--- src/rtl/nibble_payload_merger_pkg.sv ---
// Shared definitions for the nibble payload merger: nibble width, default fill,
// the delay-line slot layout and the word-to-nibble selection helper.
package nibble_payload_merger_pkg;

    localparam int NIBBLE_W = 4;
    localparam logic [NIBBLE_W-1:0] DEFAULT_FILL_NIBBLE = 4'h0;

    // Widest payload word the selection helper accepts; narrower words are zero-extended.
    localparam int MAX_WORD_W = 64;

    // One nibble slot as it travels down the delay line.
    typedef struct packed {
        logic [NIBBLE_W-1:0] nibble;
        logic                user;
        logic                valid;
    } slot_t;

    // Pick nibble number idx (in transmission order) out of a word of npw nibbles.
    function automatic logic [NIBBLE_W-1:0] nib_sel(
        input logic [MAX_WORD_W-1:0] word,
        input int                    npw,
        input int                    idx,
        input logic                  msn_first
    );
        int pos;
        pos = msn_first ? (npw - 1 - idx) : idx;
        return word[pos*NIBBLE_W +: NIBBLE_W];
    endfunction

endpackage

--- src/rtl/nibble_payload_merger_if.sv ---
// Bundle of FIFO-side and nibble-stream signals around the payload merger.
// master = the environment (FIFO + frame builder + consumer), slave = the merger.
interface nibble_payload_merger_if
    import nibble_payload_merger_pkg::*;
#(
    parameter int WIDTH = 8,
    parameter int CNT_W = 16
);
    logic                fifo_empty;
    logic                fifo_filled;
    logic [WIDTH-1:0]    fifo_rdata;
    logic                fifo_dequeue;
    logic [NIBBLE_W-1:0] nibble;
    logic                nibble_user_data;
    logic                nibble_valid;
    logic [NIBBLE_W-1:0] with_usr;
    logic                with_usr_valid;
    logic                start_send;
    logic                underflow;
    logic [CNT_W-1:0]    underflow_cnt;

    modport master (
        output fifo_empty, fifo_filled, fifo_rdata,
        output nibble, nibble_user_data, nibble_valid,
        input  fifo_dequeue, with_usr, with_usr_valid,
        input  start_send, underflow, underflow_cnt
    );

    modport slave (
        input  fifo_empty, fifo_filled, fifo_rdata,
        input  nibble, nibble_user_data, nibble_valid,
        output fifo_dequeue, with_usr, with_usr_valid,
        output start_send, underflow, underflow_cnt
    );
endinterface

--- src/rtl/nibble_delay_line.sv ---
// Plain DEPTH-stage shift register; dout is the content of the last stage.
module nibble_delay_line #(
    parameter int DEPTH = 2,
    parameter int W     = 6
) (
    input  logic         eth_clk,
    input  logic         rst,
    input  logic [W-1:0] din,
    output logic [W-1:0] dout
);
    logic [W-1:0] stage [DEPTH];

    // Shift the slot one stage per cycle; reset empties the line so a frame in flight is dropped.
    // NOTE: every stage is cleared on reset (it is a short register chain, not a RAM),
    // and all updates use <= so each stage reads its neighbour's pre-edge value.
    always_ff @(posedge eth_clk) begin
        if (rst) begin
            for (int i = 0; i < DEPTH; i++) stage[i] <= '0;
        end else begin
            stage[0] <= din;
            for (int i = 1; i < DEPTH; i++) stage[i] <= stage[i-1];
        end
    end

    assign dout = stage[DEPTH-1];
endmodule

--- src/rtl/nibble_payload_merger.sv ---
// Delays the nibble stream by PIPE_DEPTH cycles and replaces user-flagged slots
// with payload nibbles unpacked from FIFO words; fills on underflow and requests
// the next frame once the line is idle and the FIFO has enough data.
module nibble_payload_merger
    import nibble_payload_merger_pkg::*;
#(
    parameter int                  WIDTH       = 8,
    parameter int                  PIPE_DEPTH  = 3,
    parameter int                  MSN_FIRST   = 0,
    parameter logic [NIBBLE_W-1:0] FILL_NIBBLE = DEFAULT_FILL_NIBBLE,
    parameter int                  CNT_W       = 16
) (
    input logic                    eth_clk,
    input logic                    rst,
    nibble_payload_merger_if.slave bus
);
    localparam int NPW   = WIDTH / NIBBLE_W;
    localparam int IDX_W = $clog2(NPW);
    localparam logic [IDX_W-1:0] LAST_IDX = IDX_W'(NPW - 1);

    slot_t slot_in;
    slot_t slot_l;      // slot at the load point, one stage before the output

    logic [IDX_W-1:0]    nib_idx;
    logic [WIDTH-1:0]    hold;
    logic [WIDTH-1:0]    word_now;
    logic [NIBBLE_W-1:0] nib_out;
    logic                user_l;
    logic                load;

    logic                with_usr_valid_q;
    logic [NIBBLE_W-1:0] with_usr_q;
    logic                fifo_dequeue_q;
    logic                start_send_q;
    logic                underflow_q;
    logic [CNT_W-1:0]    underflow_cnt_q;

    assign slot_in = '{nibble: bus.nibble, user: bus.nibble_user_data, valid: bus.nibble_valid};

    // The line stops at the load point; the final stage is the output register below.
    nibble_delay_line #(
        .DEPTH (PIPE_DEPTH - 1),
        .W     ($bits(slot_t))
    ) u_delay (
        .eth_clk (eth_clk),
        .rst     (rst),
        .din     (slot_in),
        .dout    (slot_l)
    );

    // Decide at the load point whether a new word starts and which word feeds this slot.
    // NOTE: every signal gets a default before any branch so no latch is inferred.
    always_comb begin
        user_l   = slot_l.user & slot_l.valid;
        load     = user_l && (nib_idx == '0);
        word_now = hold;
        if (load) begin
            word_now = bus.fifo_empty ? {NPW{FILL_NIBBLE}} : bus.fifo_rdata;
        end
        nib_out = nib_sel(MAX_WORD_W'(word_now), NPW, int'(nib_idx), MSN_FIRST != 0);
    end

    // Advance the nibble index, capture words, pop/fill accounting and the output stage.
    always_ff @(posedge eth_clk) begin
        if (rst) begin
            nib_idx          <= '0;
            hold             <= '0;
            with_usr_valid_q <= 1'b0;
            with_usr_q       <= '0;
            fifo_dequeue_q   <= 1'b0;
            start_send_q     <= 1'b0;
            underflow_q      <= 1'b0;
            underflow_cnt_q  <= '0;
        end else begin
            // A user run ending early drops the rest of the held word; the next run refetches.
            if (!user_l)                nib_idx <= '0;
            else if (nib_idx == LAST_IDX) nib_idx <= '0;
            else                        nib_idx <= nib_idx + 1'b1;

            hold           <= word_now;
            fifo_dequeue_q <= load & ~bus.fifo_empty;

            if (load && bus.fifo_empty) begin
                underflow_q <= 1'b1;
                if (underflow_cnt_q != {CNT_W{1'b1}}) underflow_cnt_q <= underflow_cnt_q + 1'b1;
            end

            with_usr_valid_q <= slot_l.valid;
            with_usr_q       <= user_l ? nib_out : slot_l.nibble;

            start_send_q <= ~with_usr_valid_q & bus.fifo_filled;
        end
    end

    assign bus.with_usr       = with_usr_q;
    assign bus.with_usr_valid = with_usr_valid_q;
    assign bus.fifo_dequeue   = fifo_dequeue_q;
    assign bus.start_send     = start_send_q;
    assign bus.underflow      = underflow_q;
    assign bus.underflow_cnt  = underflow_cnt_q;
endmodule
--- src/flat_wrapper.sv ---
// flat-port wrapper written by rule: the top's interface ports become plain ports
module nibble_payload_merger_flat import nibble_payload_merger_pkg::*;
#(
    parameter int                  WIDTH       = 8,
    parameter int                  PIPE_DEPTH  = 3,
    parameter int                  MSN_FIRST   = 0,
    parameter logic [NIBBLE_W-1:0] FILL_NIBBLE = DEFAULT_FILL_NIBBLE,
    parameter int                  CNT_W       = 16
)
  (eth_clk, rst, bus_fifo_empty, bus_fifo_filled, bus_fifo_rdata, bus_nibble, bus_nibble_user_data, bus_nibble_valid, bus_fifo_dequeue, bus_with_usr, bus_with_usr_valid, bus_start_send, bus_underflow, bus_underflow_cnt);
  nibble_payload_merger_if #(.WIDTH(WIDTH), .CNT_W(CNT_W)) bus_i ();
  input logic eth_clk;
  input logic rst;
  input wire logic [$bits(bus_i.fifo_empty)-1:0] bus_fifo_empty;
  input wire logic [$bits(bus_i.fifo_filled)-1:0] bus_fifo_filled;
  input wire logic [$bits(bus_i.fifo_rdata)-1:0] bus_fifo_rdata;
  input wire logic [$bits(bus_i.nibble)-1:0] bus_nibble;
  input wire logic [$bits(bus_i.nibble_user_data)-1:0] bus_nibble_user_data;
  input wire logic [$bits(bus_i.nibble_valid)-1:0] bus_nibble_valid;
  output wire logic [$bits(bus_i.fifo_dequeue)-1:0] bus_fifo_dequeue;
  output wire logic [$bits(bus_i.with_usr)-1:0] bus_with_usr;
  output wire logic [$bits(bus_i.with_usr_valid)-1:0] bus_with_usr_valid;
  output wire logic [$bits(bus_i.start_send)-1:0] bus_start_send;
  output wire logic [$bits(bus_i.underflow)-1:0] bus_underflow;
  output wire logic [$bits(bus_i.underflow_cnt)-1:0] bus_underflow_cnt;
  assign bus_i.fifo_empty = bus_fifo_empty;
  assign bus_i.fifo_filled = bus_fifo_filled;
  assign bus_i.fifo_rdata = bus_fifo_rdata;
  assign bus_i.nibble = bus_nibble;
  assign bus_i.nibble_user_data = bus_nibble_user_data;
  assign bus_i.nibble_valid = bus_nibble_valid;
  assign bus_fifo_dequeue = bus_i.fifo_dequeue;
  assign bus_with_usr = bus_i.with_usr;
  assign bus_with_usr_valid = bus_i.with_usr_valid;
  assign bus_start_send = bus_i.start_send;
  assign bus_underflow = bus_i.underflow;
  assign bus_underflow_cnt = bus_i.underflow_cnt;
  nibble_payload_merger #(.WIDTH(WIDTH), .PIPE_DEPTH(PIPE_DEPTH), .MSN_FIRST(MSN_FIRST), .FILL_NIBBLE(FILL_NIBBLE), .CNT_W(CNT_W)) u_core (.eth_clk(eth_clk), .rst(rst), .bus(bus_i));
endmodule
--- config.mk ---
export PLATFORM = sky130hd
export DESIGN_NAME = nibble_payload_merger_flat
export DESIGN_NICKNAME = d
export VERILOG_FILES = /design/src/rtl/nibble_payload_merger_pkg.sv /design/src/rtl/nibble_payload_merger_if.sv /design/src/rtl/nibble_delay_line.sv /design/src/rtl/nibble_payload_merger.sv /design/src/flat_wrapper.sv
export SDC_FILE = /design/constraint.sdc
export NUM_CORES = 1
export LEC_CHECK = 0
export CORE_AREA = 4 4 68 70
export DETAILED_ROUTE_END_ITERATION = 7
export DIE_AREA = 0 0 72 74
export PLACE_DENSITY = 0.71
export SYNTH_ARGS = -nofsm -noshare
export SYNTH_HDL_FRONTEND = slang
export SYNTH_HIERARCHICAL = 1
export SYNTH_SLANG_ARGS = --single-unit
--- constraint.sdc ---
create_clock -name eth_clk -period 3.95 [get_ports eth_clk]
set_clock_uncertainty 0.05 [all_clocks]
set_input_delay 1.185 -clock eth_clk [delete_from_list [all_inputs] [get_ports eth_clk]]
set_output_delay 1.185 -clock eth_clk [all_outputs]
set_load 0.005 [all_outputs]
==> results_dict.tcl, run 1 <==
set metrics [dict create \
    final_cell_area_um2 2243 \
    reg2reg_depth 5 \
    grt_overflow_total 0 \
    grt_max_degree 42 \
    period_needed_ns 3.058 \
    ys.flop_type "dfxtp_1" \
    syn_to_final_growth_pct 28.90 \
    grt_setup_unrepaired "false" \
    ys_ff_latch 41 \
    worstReg2RegStart "u_core/bus.underflow_cnt[1]" \
    hold_viol 0 \
    clkSinkCount 41 \
    required_ns 4.12 \
    drive_gt1_frac 0.1355 \
    clockPowerShare 0.465 \
    grt_usage 0.1354 \
    post-cts-setup-buffers 0 \
    p_sw_mw 0.1706 \
    io_pins 42 \
    cp-end-kind "register" \
    drc 0 \
    wirelength_um 3446 \
    drt-pass1-iter-count 4 \
    hold_buffers 0 \
    slowest_stage "clkdlybuf4s50_1" \
    rows 23 \
    tightest_slew_ns 0.8566 \
    io_buffers 41 \
    syn_nets 202 \
    layout.nets 232 \
    final-max-slew-violation-count 0 \
    reg2reg_to "u_core/bus.underflow_cnt[5]" \
    die_area_um2 5328 \
    fillers 356 \
    fin_setup_tns_ns 0 \
    fin_util 0.5649 \
    p_per_area_nw_per_um2 389.3 \
    async_flop_share 0 \
    gp_congestion 0.8079 \
    post_drt_wl_per_cell_um 13.05 \
    grt_pass1_wl_um 5602 \
    post-place-ws_ns 0.6266 \
    switching_share 0.1953 \
    yosys_warnings 6 \
    p_total_mw 0.8734 \
    cap_violations 0 \
    seq_area_frac_synth 0.4716 \
    status "completed" \
    crit_chain "clkdlybuf4s50_1 > and4b_1 > o311ai_2 > or4_1 > a21oi_1" \
    antenna_found_initial 0 \
    routed_via_density 5.288 \
    antenna_cells 0 \
    die_h_um 74 \
    synthCells 183 \
    clockRootBuffer "clkbuf_8" \
    syn_area_per_cell_um2 9.510 \
    syn_area_um2 1740 \
    crit_arrival_ns 3.23 \
    hpwl_um 2371 \
    vias 1396 \
    min_to "u_core/bus.start_send" \
    post-route-period-util 0.7741 \
    clk_path_buf_depth 2 \
    hp-class "register to register" \
    worst_slack_ns 0.8925 \
    cts_max_level 2 \
    grt_pass1_vias 1260 \
    clock.fmax_mhz 327.1 \
    power_frac_comb 0.050 \
    die-width_um 72 \
    setup.worst_path.start_class "primary input" \
    internal_power_mw 0.7028 \
    slew_headroom 0.4289 \
    final_cells 264 \
    ys_types 38 \
    seqPwrFrac 0.485 \
    cts_tree "yes" \
    dr.first_iter.drc_count 117 \
    min_from "u_core/bus.with_usr_valid" \
    max-vdd-ir-drop_v 0.0001933 \
    hold_depth 1 \
    clkSlewWorstSetupHoldPaths_ns 0.08 \
    final_antenna_net_count 0 \
    synth_edf_count 0 \
    leakagePower_nw 0.7580 \
    finalSetupViolCount 0 \
    dp.cells 256 \
    core_area_um2 3971 \
    reg2reg_slack_ns 1.70 \
    max_stage_delay_ns 0.64 \
    setup.worst_path.class "primary input to register" \
    clkLatencyLatePin_ns 0.29 \
    whs_ns 0.3644 \
    dpl_cell_area_um2 2106 \
    path_max_fanout 14 \
    postCtsResizedCells 0 \
    cts_made_buffers 5 \
    start_util 0.4382 \
]
-- synthesized netlist by cell type (2+ instances only) --
cell / n / area (um2)
mux2i_1: 2 / 20.02
or3_1: 9 / 56.30
nand2_1: 13 / 48.80
inv_1: 2 / 7.510
o21ai_0: 8 / 40.04
a211oi_1: 4 / 30.03
nand4_1: 5 / 31.28
and2b_2: 2 / 17.52
nor3_1: 2 / 10.01
nor2b_4: 2 / 27.53
clkbuf_1: 9 / 33.78
nor2b_1: 2 / 12.51
nor2b_2: 8 / 70.07
dfxtp_1: 41 / 820.8
nor3b_1: 5 / 37.54
nand4_2: 2 / 25.02
a21oi_1: 20 / 100.1
o311ai_2: 2 / 32.53
nand3_1: 3 / 15.01
nor2_1: 11 / 41.29
or4_1: 3 / 22.52
buf_4: 7 / 52.55
o31ai_1: 3 / 22.52
nand3b_1: 4 / 30.03
-- state kept, by name, summed over array words and instances, names as in the netlist --
| register | cells |
|---|---|
| u_core/u_delay/stage | 12 |
| u_core/bus.underflow | 1 |
| u_core/bus.start_send | 1 |
| u_core/nib_idx | 1 |
| u_core/hold | 4 |
| u_core/bus.with_usr_valid | 1 |
| u_core/bus.fifo_dequeue | 1 |
| u_core/bus.with_usr | 4 |
| u_core/bus.underflow_cnt | 16 |
-- power by group through the flow --
stage                     Clock [mW]  Combinational [mW]  Sequential, mW
after floorplan                    0              0.0249           0.433
after global placement             0              0.0437           0.433
after detailed placement           0              0.0438           0.434
after CTS                      0.416              0.0441           0.424
after global routing           0.428              0.0477           0.425
final                          0.406              0.0435           0.424
-- placed cells by master, fill, tap and decap left out, types with 3 or more instances in the layout --
master	Yosys	layout
a211oi_1	4	4
a21oi_1	20	20
clkbuf_8	0	5
clkdlybuf4s50_1	0	40
dfxtp_1	41	41
nand2_1	13	13
nand3_1	3	3
nand3b_1	4	4
nand4_1	5	5
nor2_1	11	11
nor2b_2	8	8
nor3b_1	5	5
o21ai_0	8	8
o31ai_1	3	3
or3_1	9	9
or4_1	3	3
-- layer usage --
layer,GRT usage,vias up,wire length (um)
met4,0.06889,0,72
met2,0.2153,34,1616
met5,0,-,0
li1,-,712,-
met3,0.04054,5,204
met1,0.1676,645,1553
-- final cells by class --
class                      count  area, um2  share of cell area
clock buffer                   5      68.82             0.03067
multi-input combinational    122      809.5              0.3608
timing repair buffer          41      405.4              0.1807
tap                           50      62.56             0.02789
inverter                       2      7.507            0.003346
sequential                    41      820.8              0.3659
clock inverter                 3      68.82             0.03067
-- cell families (layout without fill, tap and decap cells) --
group | after synthesis | count (layout) | synth area share
adders and majority gates | 1 | 1 | 0.007188
AOI/OAI and AO/OA | 40 | 40 | 0.1488
and+or+nand+nor | 79 | 79 | 0.2976
DFF | 41 | 41 | 0.4716
muxes | 2 | 2 | 0.01150
buffers and inverters | 20 | 51 | 0.06326
-- worst max path at each step --
| stage | slack (ns) | from | end |
|---|---|---|---|
| CTS | 0.93 | bus_fifo_empty | u_core/bus.underflow_cnt[15] |
| floorplan | 1.51 | bus_fifo_empty | u_core/bus.underflow_cnt[14] |
| global route | 0.79 | bus_fifo_empty | u_core/bus.underflow_cnt[13] |
| global placement | 0.65 | bus_fifo_empty | u_core/bus.underflow_cnt[15] |
| detailed placement | 0.63 | bus_fifo_empty | u_core/bus.underflow_cnt[15] |
| finish | 0.89 | bus_fifo_empty | u_core/bus.underflow_cnt[15] |
-- critical path, delay by kind of cell --
family	cells	cell delay, ns
AOI/OAI and AO/OA	2	0.44
and+or+nand+nor	2	0.95
buffers and inverters	1	0.64
(Power assumes the default switching activity.)
==> run 2: changes to the inputs <==
clock period = 2.9 ns   (was 3.95 ns; I/O delays follow)
==> run 2 against run 1 <==
Against the previous run: setup slack got worse by 0.46 ns; hold slack improved by 0.0042 ns; global-route usage rose by 0.26 points; combinational power rose by 43%; final cell count rose by 1.1%; power rose by 36%.
==> results_dict.tcl, run 2 (synthesized netlist as in run 1, its figures left out) <==
set metrics [dict create \
    post_drt_wl_per_cell_um 12.69 \
    cp_num_cells 5 \
    path_buf_inv 1 \
    cp_top_family "simple AND/OR/NAND/NOR gates" \
    layout_common_cells "dfxtp_1 (41), clkdlybuf4s50_1 (40), a21oi_1 (20)" \
    fin_setup_tns_ns 0 \
    leakagePower_nw 0.7730 \
    cts_tree "yes" \
    slowest_stage "or4_1" \
    tightest_slew_ns 0.7796 \
    grt_pass1_vias 1290 \
    period_needed_ns 2.470 \
    hold_buffers 0 \
    die_area_um2 5328 \
    hpwl_um 2376 \
    reg2reg_depth 5 \
    cts_max_level 2 \
    clkSinkCount 41 \
    required_ns 3.07 \
    hp-class "register to register" \
    p_per_area_nw_per_um2 523.2 \
    largest_reg_flops 16 \
    max_stage_delay_ns 0.58 \
    routed_via_density 5.176 \
    grt_max_degree 35 \
    final_antenna_net_count 0 \
    postCtsResizedCells 0 \
    drc 0 \
    antenna_found_initial 0 \
    wirelength_um 3387 \
    grt_overflow_total 0 \
    setup.worst_path.class "primary input to register" \
    io_pins 42 \
    clock.fmax_mhz 404.9 \
    reg2reg_slack_ns 0.67 \
    clkSlewWorstSetupHoldPaths_ns 0.08 \
    clk_path_buf_depth 2 \
    crit_chain "clkdlybuf4s50_1 > and4b_1 > o311ai_2 > or4_1 > a21oi_1" \
    clkLatencyLatePin_ns 0.29 \
    slew_headroom 0.4795 \
    finalSetupViolCount 0 \
    hold_viol 0 \
    crit_arrival_ns 2.64 \
    grt_usage 0.1380 \
    die-width_um 72 \
    cts_made_buffers 5 \
    drt-pass1-iter-count 4 \
    io_buffers 41 \
    start_util 0.4382 \
    layout.nets 235 \
    gp_congestion 0.7867 \
    status "completed" \
    final_cell_area_um2 2266 \
    syn_to_final_growth_pct 30.19 \
    final_common_cell "dfxtp_1" \
    dpl_cell_area_um2 2128 \
    setup.worst_path.start_class "primary input" \
    post-route-period-util 0.8516 \
    grt_setup_unrepaired "false" \
    cp-end-kind "register" \
    rows 23 \
    antenna_cells 0 \
    dr.first_iter.drc_count 96 \
    clockRootBuffer "clkbuf_8" \
    hold_depth 1 \
    grt_pass1_wl_um 5865 \
    vias 1382 \
    cap_violations 0 \
    fin_util 0.5706 \
    p_total_mw 1.186 \
    path_max_fanout 14 \
    drive_gt1_frac 0.1475 \
    post-cts-setup-buffers 0 \
    max-vdd-ir-drop_v 0.0003437 \
    whs_ns 0.3685 \
    die_h_um 74 \
    core_area_um2 3971 \
    final-max-slew-violation-count 0 \
]
-- run 2: cell types whose count changed in the layout (fill, tap and decap cells not counted) --
| cell | before | now |
|---|---|---|
| buf_4 | 0 | 3 |
-- run 2: layout make-up --
class,count,area [um2]
clock inverter,3,68.82
inverter,2,7.507
fill,359,1705
clock buffer,5,68.82
timing repair buffer,44,427.9
sequential,41,820.8
multi-input combinational,122,809.5
tap,50,62.56
-- run 2: final timing paths --
path                                       end                   startpoint
hold reg to reg          u_core/bus.start_send    u_core/bus.with_usr_valid
setup / recovery  u_core/bus.underflow_cnt[15]               bus_fifo_empty
hold / removal           u_core/bus.start_send    u_core/bus.with_usr_valid
setup reg to reg  u_core/bus.underflow_cnt[15]  u_core/bus.underflow_cnt[0]
-- run 2: stage by stage --
step                std cells  setup WS (ns)
finish                    267         0.4304
global route              267         0.3156
floorplan                 183         0.7721
global placement          259         0.1688
detailed placement        259         0.1455
CTS                       267         0.4537
-- run 2: routing by layer --
layer / GRT usage / part of all wire / up-vias
met5: 0 / 0 / -
met4: 0.06889 / 0.019 / 0
met3: 0.03649 / 0.053 / 5
met2: 0.2153 / 0.47 / 36
met1: 0.1776 / 0.46 / 627
li1: - / - / 714
-- run 2: where the power goes --
group	internal, mW	leakage, nW	switching (mW)	total, mW
combinational	0.0390	0.371	0.0233	0.0623
clock	0.346	0.0687	0.200	0.546
sequential	0.574	0.334	0.00350	0.577
==> run 3: changes to the inputs <==
GPL_TIMING_DRIVEN = 0   (was not set)
==> run 3 against run 2 <==
Against the previous run: global-route usage grew 1.1 points; critical path depth unchanged; critical endpoint is now u_core/bus.underflow_cnt[14]; hold slack better by 0.0014 ns; fmax is 2.3% lower; sequential share of layout area is 0.61 points lower; sequential cell count stayed put; final cell count increased by 5.6%; combinational power is 13% higher; die area did not move.
==> results_dict.tcl, run 3 (synthesized netlist as in run 1, its figures left out) <==
set metrics [dict create \
    syn_to_final_growth_pct 32.42 \
    required_ns 3.03 \
    cts_max_level 2 \
    cts_tree "yes" \
    antenna_cells 0 \
    routed_via_density 5.131 \
    cp-end-kind "register" \
    period_needed_ns 2.528 \
    drc 0 \
    slowest_stage "or4_4" \
    drt-pass1-iter-count 4 \
    post_drt_wl_per_cell_um 12.86 \
    grt_max_degree 15 \
    clkLatencyLatePin_ns 0.29 \
    clkSinkCount 41 \
    status "completed" \
    layout.nets 250 \
    hold_viol 0 \
    cts_made_buffers 5 \
    grt_usage 0.1486 \
    dr.first_iter.drc_count 75 \
    whs_ns 0.3699 \
    core_area_um2 3971 \
    fin_setup_tns_ns 0 \
    io_buffers 41 \
    setup.worst_path.start_class "primary input" \
    clockRootBuffer "clkbuf_8" \
    fin_util 0.5803 \
    p_total_mw 1.022 \
    postCtsResizedCells 0 \
    grt_pass1_vias 1352 \
    gp_congestion 0.8226 \
    finalSetupViolCount 0 \
    clk_path_buf_depth 2 \
    grt_pass1_wl_um 6168 \
    hp-class "register to register" \
    max_stage_delay_ns 0.60 \
    final-max-slew-violation-count 0 \
    tightest_slew_ns 0.6210 \
    cap_violations 0 \
    post-route-period-util 0.8718 \
    vias 1447 \
    die-width_um 72 \
    hold_buffers 0 \
    p_per_area_nw_per_um2 443.3 \
    drive_gt1_frac 0.1595 \
    worst_slack_ns 0.3716 \
    final_antenna_net_count 0 \
    clock.fmax_mhz 395.5 \
    start_util 0.4382 \
    path_max_fanout 6 \
    post-place-ws_ns 0.06246 \
    grt_setup_unrepaired "false" \
    antenna_found_initial 0 \
    fillers 366 \
    grt_overflow_total 0 \
    layout_common_cells "clkdlybuf4s50_1 (41), dfxtp_1 (41), a21oi_1 (20)" \
    hpwl_um 2651 \
    largest_reg_flops 16 \
    post-cts-setup-buffers 0 \
    max-vdd-ir-drop_v 0.0002742 \
    die_h_um 74 \
    rows 23 \
    crit_arrival_ns 2.65 \
    leakagePower_nw 0.7818 \
    die_area_um2 5328 \
    crit_chain "clkdlybuf4s50_1 > nand4b_1 > or4_4 > o311ai_2 > o41ai_2" \
    io_pins 42 \
    wirelength_um 3627 \
    slew_headroom 0.5825 \
    clkSlewWorstSetupHoldPaths_ns 0.08 \
    setup.worst_path.class "primary input to register" \
]
## run 3: per-stage QoR
step                cells  instance area, um2
floorplan             183                1740
global placement      274                2213
detailed placement    274                2213
CTS                   282                2305
global route          282                2305
finish                282                2305
## run 3: critical path, delay by kind of cell
kind | cells | cell delay (ns)
AO/OA/AOI/OAI | 2 | 0.41
buffers and inverters | 1 | 0.57
AND/OR/NAND/NOR | 2 | 0.81
## run 3: layout make-up
type,instances,area (um2),area share
well taps,50,62.56,0.02714
clock inverters,3,22.52,0.009772
plain buffers,18,102.6,0.04452
clock buffers,5,68.82,0.02986
flip-flops and latches,41,820.8,0.3561
inverters,2,7.507,0.003257
repair buffers,41,410.4,0.1781
multi-input cells,122,809.5,0.3512
## run 3: final timing paths
path | cells past startpoint | endpoint | from | slack, ns
setup reg to reg | 6 | u_core/bus.underflow_cnt[11] | u_core/bus.underflow_cnt[1] | 0.76
setup / recovery | 5 | u_core/bus.underflow_cnt[14] | bus_fifo_empty | 0.37
hold / removal | 1 | u_core/bus.start_send | u_core/bus.with_usr_valid | 0.37
hold reg to reg | 1 | u_core/bus.start_send | u_core/bus.with_usr_valid | 0.37
## run 3: per-layer routing
metal	routed length, um	track usage	vias up
li1	-	-	741
met1	1615	0.1836	660
met2	1697	0.2418	40
met3	237	0.03649	6
met4	77	0.07724	0
met5	0	0	-
## run 3: power breakdown
group / leakage, nW / switching (mW) / internal (mW)
combinational: 0.412 / 0.0261 / 0.0446
clock: 0.0364 / 0.206 / 0.169
sequential: 0.334 / 0.00269 / 0.573
total: 0.782 / 0.235 / 0.787
